## src/rtl/vnu_pkg.sv

```systemverilog
// Shared types and constants for the shuffled-VNU message serializer.
package vnu_pkg;

  localparam int unsigned VNU_DW_IN  = 10;
  localparam int unsigned VNU_DW_OUT = 6;
  localparam int unsigned VNU_N_EDGE = 4;

  typedef logic [VNU_DW_IN-1:0]  vnu_word_t;
  typedef logic [VNU_DW_OUT-1:0] v2c_msg_t;

  typedef enum logic [0:0] {
    IDLE,
    SEND
  } ser_state_t;

endpackage

```

## src/rtl/sm_saturate.sv

```systemverilog
// Sign-magnitude narrowing: clamps the magnitude to the largest value the
// output width can carry and folds negative zero to +0.
module sm_saturate #(
  parameter int unsigned DW_IN  = 10,
  parameter int unsigned DW_OUT = 6
) (
  input  logic [DW_IN-1:0]  data_i,
  output logic [DW_OUT-1:0] data_o,
  output logic              clip_o
);

  localparam logic [DW_IN-2:0] MaxMag = (DW_IN-1)'((1 << (DW_OUT - 1)) - 1);

  logic [DW_IN-2:0]  mag_in;
  logic [DW_OUT-2:0] mag_out;

  // Clamp magnitude, keep sign unless the result is zero.
  always_comb begin
    mag_in  = data_i[DW_IN-2:0];
    clip_o  = (mag_in > MaxMag);
    mag_out = clip_o ? MaxMag[DW_OUT-2:0] : mag_in[DW_OUT-2:0];
    data_o  = {data_i[DW_IN-1] & (|mag_out), mag_out};
  end

endmodule

```

## src/rtl/vnu_msg_serializer.sv

```systemverilog
// Registers one VNU bundle (N_EDGE extrinsics + APP), saturates the
// extrinsics to V2C width and streams them one per cycle over valid/ready.
// The hard decision and APP are emitted one cycle after capture.
// Optional saturation statistics counter: define VNU_SAT_CNT_EN.
// N_EDGE must be at least 2.
module vnu_msg_serializer import vnu_pkg::*; #(
  parameter int unsigned DW_IN  = VNU_DW_IN,
  parameter int unsigned DW_OUT = VNU_DW_OUT,
  parameter int unsigned N_EDGE = VNU_N_EDGE,
  parameter int unsigned IDXW   = 10
) (
  input  logic                           clk,
  input  logic                           rst_n,
  input  logic                           i_valid,
  output logic                           o_ready,
  input  logic [0:N_EDGE][DW_IN-1:0]     i_data,
  input  logic [IDXW-1:0]                i_vn_idx,
  output logic                           o_valid,
  input  logic                           i_ready,
  output logic [DW_OUT-1:0]              o_msg,
  output logic [$clog2(N_EDGE)-1:0]      o_edge,
  output logic                           o_last,
  output logic [IDXW-1:0]                o_vn_idx,
  output logic                           o_hd_valid,
  output logic                           o_hd,
  output logic [DW_IN-1:0]               o_app
`ifdef VNU_SAT_CNT_EN
  ,
  input  logic                           i_sat_clr,
  output logic [15:0]                    o_sat_cnt
`endif
);

  localparam int unsigned   EW       = $clog2(N_EDGE);
  localparam logic [EW-1:0] LastEdge = EW'(N_EDGE - 1);

  logic [N_EDGE-1:0][DW_OUT-1:0] sat_msg;
  logic [N_EDGE-1:0]             clip;

  ser_state_t                    state_q;
  logic [EW-1:0]                 cnt_q;
  logic [EW-1:0]                 cnt_inc;
  logic [N_EDGE-1:0][DW_OUT-1:0] msg_buf_q;

  logic fire;
  logic last_fire;
  logic capture;

  for (genvar g = 0; g < N_EDGE; g++) begin : g_sat
    sm_saturate #(
      .DW_IN (DW_IN),
      .DW_OUT(DW_OUT)
    ) u_sat (
      .data_i(i_data[g]),
      .data_o(sat_msg[g]),
      .clip_o(clip[g])
    );
  end

  // Handshake decode; a new bundle may land on the same edge the last beat leaves.
  always_comb begin
    fire      = o_valid & i_ready;
    last_fire = fire & o_last;
    o_ready   = (state_q == IDLE) | last_fire;
    capture   = i_valid & o_ready;
    cnt_inc   = cnt_q + EW'(1);
    o_edge    = cnt_q;
  end

  // Serializer FSM with registered stream, hard-decision and APP outputs.
  always_ff @(posedge clk or negedge rst_n) begin
    if (!rst_n) begin
      state_q    <= IDLE;
      cnt_q      <= '0;
      msg_buf_q  <= '0;
      o_valid    <= 1'b0;
      o_msg      <= '0;
      o_last     <= 1'b0;
      o_vn_idx   <= '0;
      o_hd_valid <= 1'b0;
      o_hd       <= 1'b0;
      o_app      <= '0;
    end else begin
      o_hd_valid <= 1'b0;
      if (capture) begin
        state_q    <= SEND;
        cnt_q      <= '0;
        msg_buf_q  <= sat_msg;
        o_valid    <= 1'b1;
        o_msg      <= sat_msg[0];
        o_last     <= (LastEdge == '0);
        o_vn_idx   <= i_vn_idx;
        o_hd_valid <= 1'b1;
        o_hd       <= i_data[N_EDGE][DW_IN-1];
        o_app      <= i_data[N_EDGE];
      end else if (last_fire) begin
        state_q <= IDLE;
        o_valid <= 1'b0;
        o_last  <= 1'b0;
      end else if (fire) begin
        cnt_q  <= cnt_inc;
        o_msg  <= msg_buf_q[cnt_inc];
        o_last <= (cnt_inc == LastEdge);
      end
    end
  end

`ifdef VNU_SAT_CNT_EN
  localparam int unsigned CW = $clog2(N_EDGE + 1);

  logic [15:0]   sat_cnt_q;
  logic [CW-1:0] clip_num;
  logic [16:0]   sat_sum;

  // Number of extrinsics clipped in the bundle on the input.
  always_comb begin
    clip_num = '0;
    for (int k = 0; k < N_EDGE; k++) begin
      clip_num = clip_num + CW'(clip[k]);
    end
    sat_sum = {1'b0, sat_cnt_q} + 17'(clip_num);
  end

  // Sticky-at-max clip counter; clear wins over increment.
  always_ff @(posedge clk or negedge rst_n) begin
    if (!rst_n) begin
      sat_cnt_q <= '0;
    end else if (i_sat_clr) begin
      sat_cnt_q <= '0;
    end else if (capture) begin
      sat_cnt_q <= sat_sum[16] ? 16'hFFFF : sat_sum[15:0];
    end
  end

  assign o_sat_cnt = sat_cnt_q;
`else
  logic unused_clip;
  assign unused_clip = ^clip;
`endif

endmodule

```

## config.mk

```make
export PLATFORM = sky130hd
export DESIGN_NAME = vnu_msg_serializer
export DESIGN_NICKNAME = d
export VERILOG_FILES = /design/src/rtl/vnu_pkg.sv /design/src/rtl/sm_saturate.sv /design/src/rtl/vnu_msg_serializer.sv
export SDC_FILE = /design/constraint.sdc
export NUM_CORES = 1
export LEC_CHECK = 0
export ABC_AREA = 1
export CAP_MARGIN = 20
export CORE_UTILIZATION = 42
export DETAILED_ROUTE_END_ITERATION = 8
export DONT_BUFFER_PORTS = 1
export GPL_TIMING_DRIVEN = 0
export PLACE_DENSITY = 0.62
export SLEW_MARGIN = 5
export SYNTH_ARGS = -nofsm -noshare
export SYNTH_HDL_FRONTEND = slang
export SYNTH_HIERARCHICAL = 1
export SYNTH_SLANG_ARGS = --single-unit
```

## constraint.sdc

```tcl
create_clock -name clk -period 2.1 [get_ports clk]
set_input_delay 0.42 -clock clk [delete_from_list [all_inputs] [get_ports clk]]
set_output_delay 0.42 -clock clk [all_outputs]
set_load 0.01 [all_outputs]
```

==> out/summary.log <==
qor: status.outcome completed
qor: power.pwr-share-comb 37.4%
qor: final_layout.nNetsFinal 432
qor: worst_setup_path.reg2reg_slack 230 ps
qor: logic_synthesis.yosys-top-cells-area sky130_fd_sc_hd__dfrtp_1 (51%), sky130_fd_sc_hd__nand2_1 (21%), sky130_fd_sc_hd__inv_1 (6.2%)
qor: detailed_routing.detail-route-antenna-nets 0
qor: global_routing.antenna_found_initial 0
qor: worst_setup_path.cp.required 2310 ps
qor: clock_tree.clkLatencyLatePin 310 ps
qor: logic_synthesis.count_of_distinct_cell_types_in_the_synthesized_netlist 17
qor: power.pwr_density_cell 1446 nW/µm²
qor: detailed_routing.detailroute.via_count 2205
qor: power.power 4.236 mW
qor: place.place.gp.congestion 0.8177
qor: power.switching_power 1.737 mW
qor: clock_tree.cts.path.max_buffers 2
qor: detailed_routing.drcViolationCount 0
qor: logic_synthesis.synth.cells.most_frequent sky130_fd_sc_hd__nand2_1 (149), sky130_fd_sc_hd__dfrtp_1 (55), sky130_fd_sc_hd__inv_1 (44), sky130_fd_sc_hd__nand3_1 (30), sky130_fd_sc_hd__o21ai_0 (26)
qor: clock_tree.ctsRootBufferMaster sky130_fd_sc_hd__clkbuf_8
qor: global_routing.grt_use_total 17.40%
qor: die.floorplan.io_pins 97
qor: detailed_routing.postRouteWirelength 5.566 mm
qor: place.pre_cts_ws -19.62 ps
qor: timing.worstMarginPinSlew 421.4 ps
qor: logic_synthesis.synth_nets 422
qor: worst_setup_path.worstSetupPathType reg -> reg
qor: die.die_wd 81.81 µm
qor: clock_tree.clk_transition_reported_paths 90 ps
qor: final_layout.layout-drive-gt1-share 10.08%
qor: timing.report.final.setup_viol 0
qor: worst_setup_path.worst_path_max_fanout 7
qor: die.core-area 6026 µm²
qor: clock_tree.clock-sinks 55
qor: global_routing.global_route_wire_length_before_repair 8.852 mm
qor: logic_synthesis.synthCells 357
qor: timing.max_clock_freq 0.5362 GHz
qor: timing.unrepaired_setup_endpoints_after_global_routing no
qor: logic_synthesis.synthesis.area_per_instance 7.493 µm²
qor: timing.final-max-slew-violation-count 0
qor: timing.finalHoldViolations 0
qor: worst_setup_path.worstSetupEndpointType register
qor: final_layout.area_growth 9.542%
qor: power.power.clock.fraction 16.2%
qor: detailed_routing.detail_route.vias_per_cell 4.989
qor: die.die_h 81.81 µm
qor: clock_tree.cts_tree yes
qor: power.share_seq_of_total_power 46.4%
qor: die.initial_core_util 44.39%
qor: detailed_routing.detail_route.wl_per_cell 12.59 µm
qor: global_routing.first_global_vias 2034
qor: logic_synthesis.synth_sequential_area_ratio 51.45%
qor: die.dieArea 6692 µm²
qor: power.ir_drop 614.8 µV
qor: timing.timing.max_slew.rel_slack 71.90%
qor: final_layout.final-seq-area 1376 µm²
qor: run.drv_cap 0
qor: worst_setup_path.path_common_cell sky130_fd_sc_hd__nand2_1
qor: global_routing.grt.overflow.total 0
qor: worst_setup_path.crit_chain clkinvlp_4 -> ha_2 -> inv_1 -> nand3_1 -> nand2_1 -> nand2_1 -> nand2_1 -> nand2_1 -> nand2_1
qor: final_layout.area_of_all_placed_cells_without_fillers 2930 µm²
qor: logic_synthesis.yosysWarnings 6
qor: final_layout.antennaDiodeCount 0
qor: power.sw_frac_of_total 40.99%
qor: power.cellInternalPower 2.500 mW
qor: timing.final_critical_path_setup_slack 235.0 ps
qor: clock_tree.cts_made_buffers 5
qor: timing.setup-tns-final 0 ps
qor: logic_synthesis.synth_area_leader_cell sky130_fd_sc_hd__dfrtp_1
qor: global_routing.grt_start_max_net_pins 56
qor: detailed_routing.drt_pass_1_iters 4
qor: place.io_buffers 0
qor: logic_synthesis.synth-seq-cells 55
qor: worst_setup_path.critical_path.startpoint_type register
qor: worst_setup_path.worst-endpoint-arrival 2070 ps
qor: logic_synthesis.synth_top_area_share 51.45%
qor: timing.finalCritPeriodShare 88.81%
qor: worst_setup_path.cpPeakStageDelay 540 ps
qor: place.dp.final_hpwl 4.126 mm
qor: min_path.hold_path.class in -> reg
qor: timing.final.setup_skew 4.071 ps
qor: detailed_routing.drt_iter0_drcs 77
qor: final_layout.fill_cells 610
qor: place.detailed_place.area 2769 µm²
qor: logic_synthesis.most_common_cell_in_the_netlist sky130_fd_sc_hd__nand2_1
qor: power.p_leak 1.540 nW
qor: logic_synthesis.dominantRegCellSynth sky130_fd_sc_hd__dfrtp_1
qor: die.row_count 28
qor: logic_synthesis.cell_area_after_synthesis 2675 µm²
qor: worst_setup_path.critPathSlowestCell sky130_fd_sc_hd__dfrtp_1
qor: logic_synthesis.synth_enable_flop_cells 0
qor: final_layout.area_occupied_by_multi_input_gates 1065 µm²
qor: timing.final.min_clock_period 1865 ps
qor: clock_tree.h_tree_depth_reported_by_cts 2
qor: logic_synthesis.async_flop_share 100.0%
per-stage QoR:
step	util (%)	hold WS [ps]	instances
6_report	48.63	215.3	442
5_1_grt	48.63	205.7	442
4_1_cts	48.28	207.0	440
3_5_place_dp	45.95	125.5	432
3_3_place_gp	45.95	125.4	432
2_1_floorplan	-	124.4	357
path summary, 6_finish.rpt:
| check | from | endpoint | cells after the start |
|---|---|---|---|
| setup / recovery | o_edge[0]$_DFFE_PN0P_ | o_msg[2]$_DFFE_PN0P_ | 9 |
| hold / removal | i_vn_idx[5] | o_vn_idx[5]$_DFFE_PN0P_ | 2 |
| setup reg to reg | o_edge[0]$_DFFE_PN0P_ | o_msg[2]$_DFFE_PN0P_ | 9 |
| hold reg to reg | msg_buf_q[21]$_DFFE_PN0P_ | msg_buf_q[21]$_DFFE_PN0P_ | 2 |
| min in group asynchronous | rst_n | o_vn_idx[3]$_DFFE_PN0P_ | 2 |
| max in group asynchronous | rst_n | msg_buf_q[19]$_DFFE_PN0P_ | 2 |
routing by layer:
metal	track usage [%]	vias up	part of all wire, %
met5	0	-	0
met2	29.50	99	47
li1	-	1102	-
met1	20.68	1001	43
met3	5.889	3	10
met4	5.263	0	0.49
placed cells by master, fill, tap and decap left out, drive strengths merged:
cell type      n
inv           43
dfrtp         55
clkinvlp       2
dlygate4sd3    1
clkbuf         7
or2            8
nand2        154
a21oi          2
nand3         30
nor2          23
o21ai         26
a31o           1
bufinv         1
buf           13
ha             1
registers in the layout, indices dropped and copies added (netlist names):
signal / count
o_vn_idx: 10
o_edge: 2
o_app: 9
msg_buf_q: 24
o_hd_valid: 1
o_hd: 1
o_last: 1
o_msg: 6
state_q: 1
critical path, delay by kind of cell, from the launching register on:
family	cells	cell delay, ps
flops	1	540
buf+inv	2	370
fa+ha+maj	1	440
simple gates	6	410
timing repair:
action | CTS | global route
hold endpoints to repair | 55 | 0
resized for setup | 0 | 2
hold buffers | 2 | 0
gates cloned | 0 | 0
setup buffers | 0 | 2
endpoints found under the setup margin | 5 | 6
cell families (layout without fill, tap and decap cells):
family	after synthesis	in the layout	share of synthesized area, %
flip-flops	55	55	51.45
AND/OR/NAND/NOR	215	215	33.54
AO/OA/AOI/OAI	29	29	5.706
buffers and inverters	57	67	8.840
adder cells (fa/ha/maj)	1	1	0.4677
final cells by class:
class / count / share of cell area (%)
Timing Repair Buffer: 4 / 1.793
Inverter: 44 / 5.764
Clock inverter: 2 / 1.281
Buffer: 12 / 2.306
Tap cell: 75 / 3.202
Sequential cell: 55 / 46.97
Clock buffer: 5 / 2.348
Multi-Input combinational cell: 245 / 36.34
power groups by stage:
stage	combinational, mW	sequential, mW	clock [mW]
after global routing	1.89	2.05	0.741
after floorplan	1.21	1.91	0
after CTS	1.56	1.97	0.705
after detailed placement	1.53	1.99	0
after global placement	1.49	1.98	0
final	1.58	1.97	0.685
No activity file was read; power rests on OpenSTA's default activity.
